File: src/rtl/accel_pkg.sv
// accel_pkg: shared feeder state type, default geometry and flush-length helper
package accel_pkg;
    localparam int DEFAULT_DATA_WIDTH = 8;
    localparam int DEFAULT_ARRAY_SIZE = 16;
    typedef enum logic [1:0] {IDLE, STREAM, FLUSH} feeder_state_t;
    function automatic int flush_len(input int n);
        return 2 * n - 1;
    endfunction
endpackage

File: src/rtl/vec_fifo.sv
// vec_fifo: synchronous vector FIFO, registered read pointer, no write-to-read bypass
module vec_fifo #(
    parameter int WIDTH = 8,
    parameter int DEPTH = 4
) (
    input  logic                     clk,
    input  logic                     rst,
    input  logic                     push_i,
    input  logic [WIDTH-1:0]         wdata_i,
    input  logic                     pop_i,
    output logic [WIDTH-1:0]         rdata_o,
    output logic                     empty_o,
    output logic [$clog2(DEPTH):0]   count_o
);
    localparam int AW = $clog2(DEPTH);
    localparam int CW = AW + 1;
    logic [WIDTH-1:0] mem_q [DEPTH];
    logic [AW-1:0]    wr_q, rd_q;
    logic [CW-1:0]    cnt_q;
    // storage write; contents need no reset since occupancy gates every read
    always_ff @(posedge clk) begin
        if (push_i) mem_q[wr_q] <= wdata_i;
    end
    // pointers wrap naturally because DEPTH is a power of two
    always_ff @(posedge clk) begin
        if (rst) begin
            wr_q  <= '0;
            rd_q  <= '0;
            cnt_q <= '0;
        end else begin
            if (push_i) wr_q <= wr_q + 1'b1;
            if (pop_i) rd_q <= rd_q + 1'b1;
            cnt_q <= cnt_q + CW'(push_i) - CW'(pop_i);
        end
    end
    assign rdata_o = mem_q[rd_q];
    assign empty_o = cnt_q == '0;
    assign count_o = cnt_q;
endmodule

File: src/rtl/activation_skew_feeder.sv
// activation_skew_feeder: buffers activation vectors and feeds them row-skewed into the systolic array
module activation_skew_feeder
    import accel_pkg::*;
#(
    parameter int DATA_WIDTH = DEFAULT_DATA_WIDTH,
    parameter int ARRAY_SIZE = DEFAULT_ARRAY_SIZE,
    parameter int FIFO_DEPTH = 4
) (
    input  logic                             clk,
    input  logic                             rst,
    input  logic                             in_valid,
    output logic                             in_ready,
    input  logic [ARRAY_SIZE*DATA_WIDTH-1:0] in_data,
    input  logic                             in_last,
    output logic [ARRAY_SIZE*DATA_WIDTH-1:0] act_out,
    output logic                             array_enable,
    output logic                             busy,
    output logic                             tile_done
);
    localparam int VW = ARRAY_SIZE * DATA_WIDTH;
    localparam int CW = $clog2(2 * ARRAY_SIZE);
    localparam int FCW = $clog2(FIFO_DEPTH) + 1;
    localparam logic [CW-1:0] FLUSH_LAST = CW'(flush_len(ARRAY_SIZE) - 1);
    feeder_state_t  state_q;
    logic [CW-1:0]  flush_cnt_q;
    logic           enable_q, done_q;
    logic [VW:0]    fifo_rdata;
    logic [VW-1:0]  fifo_vec, step_vec;
    logic           fifo_last, fifo_empty, push, pop, step;
    logic [FCW-1:0] fifo_count;
    assign in_ready  = !rst && fifo_count != FCW'(FIFO_DEPTH);
    assign push      = in_valid && in_ready;
    assign fifo_vec  = fifo_rdata[VW-1:0];
    assign fifo_last = fifo_rdata[VW];
    assign pop       = state_q == STREAM && !fifo_empty;
    assign step      = pop || state_q == FLUSH;
    assign step_vec  = pop ? fifo_vec : '0;
    vec_fifo #(.WIDTH(VW + 1), .DEPTH(FIFO_DEPTH)) u_fifo (
        .clk     (clk),
        .rst     (rst),
        .push_i  (push),
        .wdata_i ({in_last, in_data}),
        .pop_i   (pop),
        .rdata_o (fifo_rdata),
        .empty_o (fifo_empty),
        .count_o (fifo_count)
    );
    // control FSM: pops one vector per cycle in STREAM, injects zero steps in FLUSH, pulses done at the end
    always_ff @(posedge clk) begin
        if (rst) begin
            state_q     <= IDLE;
            flush_cnt_q <= '0;
            enable_q    <= 1'b0;
            done_q      <= 1'b0;
        end else begin
            enable_q <= step;
            done_q   <= 1'b0;
            case (state_q)
                IDLE:   if (!fifo_empty) state_q <= STREAM;
                STREAM: if (pop && fifo_last) begin
                    state_q     <= FLUSH;
                    flush_cnt_q <= '0;
                end
                FLUSH:  if (flush_cnt_q == FLUSH_LAST) begin
                    state_q <= IDLE;
                    done_q  <= 1'b1;
                end else begin
                    flush_cnt_q <= flush_cnt_q + 1'b1;
                end
                default: state_q <= IDLE;
            endcase
        end
    end
    for (genvar g = 0; g < ARRAY_SIZE; g++) begin : g_lane
        logic [DATA_WIDTH-1:0] dl_q [g+1];
        // lane g delay line of g+1 stages; advances only on step cycles so stalls freeze the skew
        always_ff @(posedge clk) begin
            if (rst) begin
                for (int j = 0; j <= g; j++) dl_q[j] <= '0;
            end else if (step) begin
                dl_q[0] <= step_vec[g*DATA_WIDTH +: DATA_WIDTH];
                for (int j = 1; j <= g; j++) dl_q[j] <= dl_q[j-1];
            end
        end
        assign act_out[g*DATA_WIDTH +: DATA_WIDTH] = dl_q[g];
    end
    assign array_enable = enable_q;
    assign tile_done    = done_q;
    assign busy         = state_q != IDLE;
endmodule
File: config.mk
export PLATFORM = sky130hd
export DESIGN_NAME = activation_skew_feeder
export DESIGN_NICKNAME = d
export VERILOG_FILES = /design/src/rtl/accel_pkg.sv /design/src/rtl/vec_fifo.sv /design/src/rtl/activation_skew_feeder.sv
export SDC_FILE = /design/constraint.sdc
export NUM_CORES = 1
export LEC_CHECK = 0
export CORE_MARGIN = 2
export CORE_UTILIZATION = 45
export CTS_CLUSTER_DIAMETER = 60
export DETAILED_ROUTE_END_ITERATION = 12
export REMOVE_ABC_BUFFERS = 1
export SLEW_MARGIN = 25
export SYNTH_ARGS = -nofsm -noshare
export SYNTH_HDL_FRONTEND = slang
export SYNTH_HIERARCHICAL = 1
export SYNTH_SLANG_ARGS = --single-unit
File: constraint.sdc
create_clock -name clk -period 34.6 [get_ports clk]
set_clock_uncertainty 0.15 [all_clocks]
set_input_delay 5.19 -clock clk [delete_from_list [all_inputs] [get_ports clk]]
set_output_delay 5.19 -clock clk [all_outputs]
set_load 0.1 [all_outputs]
==> flow_summary.json <==
{
  "outcome": "finished, final reports clean",
  "drc_errors": 0,
  "criticalPathCategory": "in -> out",
  "fin_cells": 5304,
  "fp.coreArea_mm2": 0.133,
  "rows": 134,
  "synth_fa_ha_area_share_pct": 0.199,
  "cts_tree": "done",
  "chipWidth_um": 370,
  "whs_ns": 0.344,
  "max-slew-margin-rel_pct": 27.6,
  "max-cap-violations": 0,
  "fmax_mhz": 81.1,
  "synthCells": 3156,
  "cts.repair.resized": 0,
  "finalSetupViolCount": 0,
  "nets": 3529,
  "grt_max_degree": 251,
  "ir_drop_uv": 54.9,
  "yosysTopAreaCellShare_pct": 79.8,
  "antenna_found_initial": 14,
  "ys_ff_latch": 1622,
  "rsz0062_at_grt": "false",
  "viasPerCell": 4.81,
  "final_util_pct": 52.2,
  "grt-ovfl-total": 0,
  "async_flop_share_pct": 0,
  "synth_mux_area_share_pct": 4.83,
  "cts_sinks": 1622,
  "h-tree-depth": 4,
  "final_area_mm2": 0.0695,
  "critPathMaxStageDelay_ns": 1.21,
  "nFillCells": 10634,
  "wl_um": 96600,
  "cp_slowest_cell": "clkdlybuf4s50_1",
  "seq_area_mm2": 0.0485,
  "synth_compound_area_share_pct": 0.197,
  "place_hpwl_um": 45900,
  "clk_pin_slew_worst_paths_ns": 0.06,
  "critPathMaxFanout": 25,
  "die_y_um": 370,
  "syn_to_final_growth_pct": 15.3,
  "required_ns": 29.26,
  "wl_per_cell_um": 18.2,
  "initial_core_util_pct": 45.3,
  "drive_gt1_share_pct": 11.9,
  "drtAntennaViolNets": 0,
  "crit_family": "buffers and inverters",
  "synth.avg_cell_area_um2": 19.1,
  "worst_setup_path_end_kind": "output port",
  "die_area_mm2": 0.137,
  "final_max_slew_viol_count": 0,
  "period_share_pct": 35.6,
  "finalHoldViolCount": 0,
  "ys_seq_area_share_pct": 80.4,
  "hold_class": "reg -> reg",
  "drtIter0Drc": 1828,
  "io_pins": 264,
  "synth-xor-area-share_pct": 0.0664,
  "synth_edf_count": 1604,
  "clock_latency_ns": 0.78,
  "cts_setup_buffers": 0,
  "clock_path_buffers": 3,
  "track_usage_pct": 14.2,
  "synth_largest_area_cell": "edfxtp_1",
  "first_global_vias": 25647,
  "vias": 25510,
  "ys_warn_count": 6,
  "cp.buffers_inverters": 2,
  "place_congestion": 0.682,
  "synth_cell_type_count": 43,
  "multi_input_area_mm2": 0.0102,
  "grt_pass1_wl_um": 149000,
  "power.leakage_uw": 0.0244,
  "root_buffer": "clkbuf_16",
  "min_period_ns": 12.33,
  "ctsHoldBuffers": 0,
  "crit_chain": "clkbuf_8, a21oi_1, clkdlybuf4s50_1",
  "yosys.area_share.simple_pct": 11.6,
  "port_buffers": 263,
  "dp_cells": 4980,
  "ys.flop_type": "edfxtp_1",
  "reg2reg_slack_ns": 29.09,
  "finalSetupTns_ns": 0,
  "powerDensity_mw_per_mm2": 77.5,
  "cp-start-kind": "primary input",
  "synth_top_family_by_area": "simple AND/OR/NAND/NOR gates",
  "cts_made_buffers": 173,
  "synth_area_leaders": "edfxtp_1, and2_1, mux4_2",
  "syn-cell-area_mm2": 0.0603,
  "drt_pass1_iterations": 6,
  "tightest_slew_ns": 1.08,
  "placed_area_mm2": 0.0640,
  "arrival_ns": 6.99
}
worst paths after layout:
check,from,cells after the start,endpoint
min,g_lane[11].dl_q[0][14]$_SDFFCE_PN0P_,1,g_lane[11].dl_q[0][22]$_SDFFCE_PN0P_
max,rst,3,in_ready
max reg2reg,u_fifo/count_o[1]$_SDFF_PP0_,8,g_lane[9].dl_q[2][4]$_SDFFCE_PN0P_
min reg2reg,g_lane[11].dl_q[0][14]$_SDFFCE_PN0P_,1,g_lane[11].dl_q[0][22]$_SDFFCE_PN0P_
layout by cell type (no fill, tap or decap), types with 2 or more instances in the layout:
master / n
clkinv_16: 2
buf_4: 23
a31oi_1: 2
clkbuf_1: 36
nor2_1: 10
inv_6: 11
a21oi_1: 4
and3_1: 128
clkbuf_16: 175
dfxtp_1: 16
nor2b_1: 194
buf_6: 11
mux4_2: 129
clkbuf_8: 4
clkinv_1: 48
buf_2: 3
and2_4: 4
bufinv_16: 13
nand3_1: 5
edfxtp_1: 1604
clkinv_2: 22
clkinv_8: 3
diode_2: 3
xnor2_1: 2
inv_1: 7
clkinv_4: 2
ha_1: 8
clkinvlp_4: 3
o21ai_0: 2
buf_12: 4
clkdlybuf4s50_1: 258
and2_1: 769
dfxtp_4: 2
metal layers:
layer | global-route usage, % | part of all wire (%) | vias up
met5 | 0 | 0.10 | -
met4 | 5.13 | 2.4 | 16
met3 | 3.91 | 5.5 | 193
met2 | 22.6 | 48 | 456
met1 | 18.9 | 44 | 12751
li1 | - | - | 12094
flip-flops by register name (all words and copies together), names as in the netlist, 2 cells and up, named ones only:
name            flops
g_lane.dl_q      1088
flush_cnt_q         5
u_fifo/wr_q         2
u_fifo/rd_q         2
state_q             2
u_fifo/mem_q      516
u_fifo/count_o      3
Yosys cell counts (all sizes together), types with 2 or more instances:
library cell	n
edfxtp	1604
and2	773
nor2b	194
buf	165
mux4	129
and3	128
clkbuf	79
dfxtp	18
nor2	10
ha	8
inv	8
nand3	5
a21oi	4
a31oi	2
nor3b	2
o21a	2
o21ai	2
or3	2
xnor2	2
metrics by stage:
stage / total power, uW / setup WS (ns)
final: 5390 / 22.27
after global routing: 5630 / 22.20
after CTS: 5470 / 22.26
after detailed placement: 3680 / 22.27
after global placement: 3660 / 22.25
after floorplan: 3760 / 4.71
report_power, final:
group | internal [uW] | switching (uW) | total [uW]
Sequential | 2640 | 79.8 | 2720
Combinational | 251 | 640 | 891
Clock | 1040 | 745 | 1780
cell families after synthesis:
logic type,after synthesis
XOR/XNOR,3
flip-flops,1622
adder cells (fa/ha/maj),9
AO/OA/AOI/OAI,17
AND/OR/NAND/NOR,1123
buffers and inverters,252
multiplexers,130
worst register-to-register path: cells and delay by family, from the launching register on:
family / cells / cell delay [ns]
AND/OR/NAND/NOR: 3 / 1.02
flip-flops: 1 / 0.42
buffers and inverters: 5 / 3.52
final cells by class:
| class | count | share of cell area (%) |
|---|---|---|
| antenna | 3 | 0.0108 |
| clock inverter | 106 | 1.38 |
| inverter | 8 | 0.0468 |
| tap | 1768 | 3.18 |
| timing repair buffer | 301 | 4.34 |
| multi-input combinational | 1282 | 14.7 |
| clock buffer | 214 | 6.55 |
| sequential | 1622 | 69.8 |
(Power assumes the default switching activity.)
